`config.mk`:
```
export PLATFORM = sky130hd
export DESIGN_NAME = bus_cycle_ctrl
export DESIGN_NICKNAME = d
export VERILOG_FILES = /design/src/rtl/bus_cycle_ctrl.sv
export SDC_FILE = /design/constraint.sdc
export NUM_CORES = 1
export LEC_CHECK = 0
export CAP_MARGIN = 30
export CORE_UTILIZATION = 23
export DETAILED_ROUTE_END_ITERATION = 8
export GPL_TIMING_DRIVEN = 0
export HOLD_SLACK_MARGIN = 0.03
export PLACE_DENSITY = 0.52
export SETUP_SLACK_MARGIN = 0.5
export SLEW_MARGIN = 20
export SYNTH_ARGS = -nofsm -noshare
export SYNTH_HDL_FRONTEND = slang
export SYNTH_SLANG_ARGS = --single-unit
export TNS_END_PERCENT = 100
```
`constraint.sdc`:
```
create_clock -name clock -period 2 [get_ports clock]
set_input_delay 0.5 -clock clock [delete_from_list [all_inputs] [get_ports clock]]
set_output_delay 0.5 -clock clock [all_outputs]
set_load 0.05 [all_outputs]
```
`src/rtl/bus_cycle_ctrl.sv`:
```
// Bus-cycle controller for the multiplexed peripheral interface.
// Latches an ALE/CS qualified address, then runs one read or write strobe
// with a minimum wait period, READY extension and a timeout abort.
module bus_cycle_ctrl #(
    parameter int NUM_CS      = 4,
    parameter int ADDR_W      = 8,
    parameter int WAIT_CYCLES = 2,
    parameter int TIMEOUT     = 15
) (
    input  logic              clock,
    input  logic              reset,
    input  logic              ale,
    input  logic [NUM_CS-1:0] cs,
    input  logic              rdb,
    input  logic              wrb,
    input  logic [ADDR_W-1:0] ad_in,
    input  logic              ready,
    output logic              load,
    output logic              oeb,
    output logic              wr_rdb,
    output logic [NUM_CS-1:0] sel,
    output logic [ADDR_W-1:0] addr_q,
    output logic              busy,
    output logic              err_timeout
);

    // Counter spans the longest strobe phase (WAIT_CYCLES+TIMEOUT) plus a
    // saturation value one above it.
    localparam int CNT_W = $clog2(WAIT_CYCLES + TIMEOUT + 2);
    localparam logic [CNT_W-1:0] START_LAST = CNT_W'(TIMEOUT);
    localparam logic [CNT_W-1:0] WAIT_LAST  = CNT_W'(WAIT_CYCLES);
    localparam logic [CNT_W-1:0] STRB_LAST  = CNT_W'(WAIT_CYCLES + TIMEOUT);
    localparam logic [CNT_W-1:0] CNT_SAT    = CNT_W'(WAIT_CYCLES + TIMEOUT + 1);

    typedef enum logic [4:0] {
        S_IDLE  = 5'b00001,
        S_START = 5'b00010,
        S_READ  = 5'b00100,
        S_WRITE = 5'b01000,
        S_TRI   = 5'b10000
    } state_t;

    state_t            state_q, state_d;
    logic [CNT_W-1:0]  cnt_q, cnt_d, cnt_inc;
    logic              err_q, err_d;
    logic [NUM_CS-1:0] sel_q, sel_d;
    logic [ADDR_W-1:0] addr_d;
    logic [NUM_CS-1:0] cs_low;

    // Lowest asserted chip select wins: bit i passes only if no lower bit is set.
    for (genvar i = 0; i < NUM_CS; i++) begin : g_low
        if (i == 0) begin : g_first
            assign cs_low[i] = cs[i];
        end else begin : g_rest
            assign cs_low[i] = cs[i] & ~(|cs[i-1:0]);
        end
    end

    assign cnt_inc = (cnt_q == CNT_SAT) ? cnt_q : cnt_q + CNT_W'(1);

    // Next-state, counter and latch control.
    always_comb begin
        state_d = state_q;
        cnt_d   = cnt_q;
        err_d   = 1'b0;
        sel_d   = sel_q;
        addr_d  = addr_q;
        case (state_q)
            S_IDLE: begin
                if (ale && |cs) begin
                    state_d = S_START;
                    cnt_d   = '0;
                    sel_d   = cs_low;
                    addr_d  = ad_in;
                end
            end
            S_START: begin
                if (!wrb) begin
                    state_d = S_WRITE;
                    cnt_d   = '0;
                end else if (!rdb) begin
                    state_d = S_READ;
                    cnt_d   = '0;
                end else if (cnt_q == START_LAST) begin
                    state_d = S_TRI;
                    err_d   = 1'b1;
                end else begin
                    cnt_d = cnt_inc;
                end
            end
            S_READ, S_WRITE: begin
                // READY only counts once the minimum strobe has elapsed.
                if ((cnt_q >= WAIT_LAST) && ready) begin
                    state_d = S_TRI;
                end else if (cnt_q == STRB_LAST) begin
                    state_d = S_TRI;
                    err_d   = 1'b1;
                end else begin
                    cnt_d = cnt_inc;
                end
            end
            S_TRI: begin
                state_d = S_IDLE;
                cnt_d   = '0;
            end
            default: begin
                state_d = S_IDLE;
                cnt_d   = '0;
            end
        endcase
    end

    // State, counter, abort flag and address/select latches.
    always_ff @(posedge clock) begin
        if (reset) begin
            state_q <= S_IDLE;
            cnt_q   <= '0;
            err_q   <= 1'b0;
            sel_q   <= '0;
            addr_q  <= '0;
        end else begin
            state_q <= state_d;
            cnt_q   <= cnt_d;
            err_q   <= err_d;
            sel_q   <= sel_d;
            addr_q  <= addr_d;
        end
    end

    // Moore output decodes; the one-hot state keeps the strobes exclusive.
    always_comb begin
        load        = (state_q == S_START);
        oeb         = (state_q == S_READ);
        wr_rdb      = (state_q == S_WRITE);
        busy        = (state_q != S_IDLE);
        err_timeout = (state_q == S_TRI) && err_q;
        sel         = sel_q;
    end

endmodule
```
==> metrics.md <==
| Metric | Value |
|---|---|
| Flops & latches, synth | 23 |
| Fraction of registers with async set/reset | 0% |
| Worst setup EP type | primary output |
| XOR/XNOR Fraction of Synth Area | 0.747% |
| Final Max Tran Viols | 0 |
| Final Cycle Share | 96.5% |
| Largest net degree at the start of global routing | 15 |
| Die H | 73.4 µm |
| Remaining DRCs | 0 |
| Critical Path AT | 1430 ps |
| CP Capture Point | load |
| Top-area cell type share of the netlist area | 39.3% |
| Iter 0 DRT Violations | 61 |
| Total core area | 4820 µm² |
| Yosys top cell by area | dfxtp_1 |
| Netlist cell types | 39 |
| Worst reg2reg setup slack | 200 ps |
| Avg Cell Area, Syn | 9.09 µm² |
| Antenna fix cells | 0 |
| Row cnt | 25 |
| Synth Area in Compound Gates | 22.2% |
| Vias in the first global route | 1,237 |
| Multiplexer share of the synthesized area | 7.68% |
| Gate Count Post-Synth | 129 |
| Maxcap violations | 0 |
| F_max | 518 MHz |
| Grt total ovfl | 0 |
| Syn Nets | 151 |
| Crit path from | state_q[2]$_SDFFE_PP0P_ |
| Top post-synthesis cells by area | dfxtp_1 39%, mux2i_1 7.7%, nor2_1 6.7%, ha_1 4.3%, inv_1 3.2% |
| Die X | 73.4 µm |
| Clk Latency, worst-skew pair | 260 ps |
| GP Congestion | 0.771 |
| CTS sink count | 23 |
| Hold Buf Count CTS | 0 |
| Clock skew | 1.77 ps |
| Total power | 0.00150 W |
| Hold Fails Final Rpt | 0 |
| Worst Path Class, Setup | flip-flop to primary output |
| Vias per inst | 4.65 |
| # fillers | 478 |
| Final WL | 3.54 mm |
| Worst reg2reg endpoint | cnt_q[2]$_SDFFE_PP0P_ |
| Area grow syn2layout | 86.8% |
| Hold Path Origin | sel[0]$_SDFFE_PP0P_ |
| Detail Route Antenna Nets | 0 |
| Post-synth EDFFs | 0 |
| Post-Synth Adder-Cell Area | 4.27% |
| Hold Path Depth | 2 |
| Synthesized area | 1170 µm² |
| Worst slew pin tran | 339 ps |
| Final #Nets | 219 |
| HPWL Detailed | 2.28 mm |
| Global-route wire length before repair | 5.84 mm |
| # IOs | 35 |
| Max FO, Critical Path | 3 |
| Peak VDD IR | 332 µV |
| Max-slew headroom | 77.4% |
| Top post-synthesis cells by count | 23 x dfxtp_1, 21 x nor2_1, 10 x inv_1 |
| Worst-path cell chain | or3_4 > nor3b_4 > buf_6 |
| Reg clk slew, reported paths | 80 ps |
| I/O Buffers | 34 |
| Setup_tns | 0 ps |
| Layout cell share with drive strength beyond 1 | 54.1% |
| Largest family of logic cells by synthesized area | compound AO/OA/AOI/OAI gates |
| HP Class | flip-flop to flip-flop |
| Avg WL per Cell | 13.5 µm |
| Simple-Gate Fraction of Synth Area | 21.0% |
| P_leak | 0.885 nW |
| CTS tree | built |
| Top-count cell post-synth | dfxtp_1 |
| RR Startpoint | state_q[4]$_SDFFE_PP0P_ |
| Setup violators final | 0 |
| Crit path launch type | flip-flop |
| Clk buf depth | 2 |
| Largest stage delay on the critical path | 410 ps |
| Status | finished clean |
| Htree depth | 1 |
| Critical Path RT | 1500 ps |
| Reg2reg path depth | 6 |
| Top FF cell, synth | dfxtp_1 |
| Slowest-stage cell, CP | or3_4 |
| Seq/Total Area, Yosys | 39.3% |
| Starting Density | 24.3% |
| PD cells | 687 nW/µm² |
| Initial antenna violation count | 0 |
| Minimum clock period | 1930 ps |
| RSZ-0062 raised after global routing | true |
| DR vias | 1,222 |
| CTS Root Cell | clkbuf_8 |
| Die area | 5390 µm² |
| Total track usage | 14.1% |
| Drt pass-1 iters | 4 |
| Yosys warnings | 0 |
| CTS buffer count | 3 |
==> where the power goes <==
part | internal [W] | total (W) | switching (W)
clock network | 0.000141 | 0.000297 | 0.000156
registers | 0.000497 | 0.000532 | 0.0000348
logic | 0.000337 | 0.000676 | 0.000339
==> critical path: cells and delay by family (launching register included) <==
family	cells	cell delay [ps]
and+or+nand+nor	2	620
DFF	1	370
buffers and inverters	1	180
==> what timing repair did <==
action / in CTS / in global routing
gates resized for setup: 148 / 37
hold endpoints to repair: 0 / 0
setup buffers: 21 / 7
endpoints found under the setup margin: 40 / 36
gates cloned: 1 / 0
pin swaps: 24 / 12
==> flip-flops by register name, summed over array words and instances (netlist names) <==
signal	cells
addr_q	8
cnt_q	5
state_q	5
sel	4
err_q	1
==> kinds of logic after synthesis <==
group           after synthesis
compound gates               29
xor+xnor                      1
fa+ha+maj                     4
buf+inv                      14
flops                        23
mux                           9
simple gates                 49
==> worst min-delay path by stage <==
stage | endpoint | slack, ps
global route | sel[0]$_SDFFE_PP0P_ | 490
global placement | sel[0]$_SDFFE_PP0P_ | 450
CTS | sel[0]$_SDFFE_PP0P_ | 480
detailed placement | sel[0]$_SDFFE_PP0P_ | 460
finish | sel[0]$_SDFFE_PP0P_ | 470
floorplan | cnt_q[3]$_SDFFE_PP0P_ | 510
==> cell usage in the layout (no fill, tap or decap), types with 3 or more instances in the layout <==
cell type,synthesis,layout
nand3_1,6,4
dfxtp_4,0,6
dlygate4sd2_1,0,5
buf_2,0,13
mux2i_1,9,9
clkbuf_8,0,3
inv_1,10,7
buf_8,0,3
buf_6,0,15
clkdlybuf4s50_1,0,9
or3_4,0,3
nor2_1,21,17
buf_4,1,18
nor3b_4,0,3
dfxtp_1,23,16
==> layer usage <==
layer	global-route usage, %	share of wire [%]
met2	26.5	55
met1	16.2	42
met3	3.16	2.4
met4	2.99	0.56
met5	0	0
==> per-stage QoR <==
step                      util, %  hold slack (ps)  setup slack [ps]  instances  cell area, µm²
final                        45.5              472              69.4        263            2190
after global routing         45.5              488              18.4        263            2190
after CTS                    43.9              480              56.4        256            2110
after detailed placement     35.2              463              -552        230            1690
after global placement       35.2              452              -525        230            1690
after floorplan                 -              515               232        129            1270
==> cell type report <==
cell class	instances	area (µm²)	share of cell area, %
multi-input cells	92	927	42.3
flip-flops and latches	23	484	22.1
well taps	67	83.8	3.83
repair buffers	63	573	26.2
clock inverters	1	7.51	0.343
plain buffers	4	32.5	1.49
inverters	10	40.0	1.83
clock buffers	3	41.3	1.89
No activity file was read; power rests on OpenSTA's default activity.
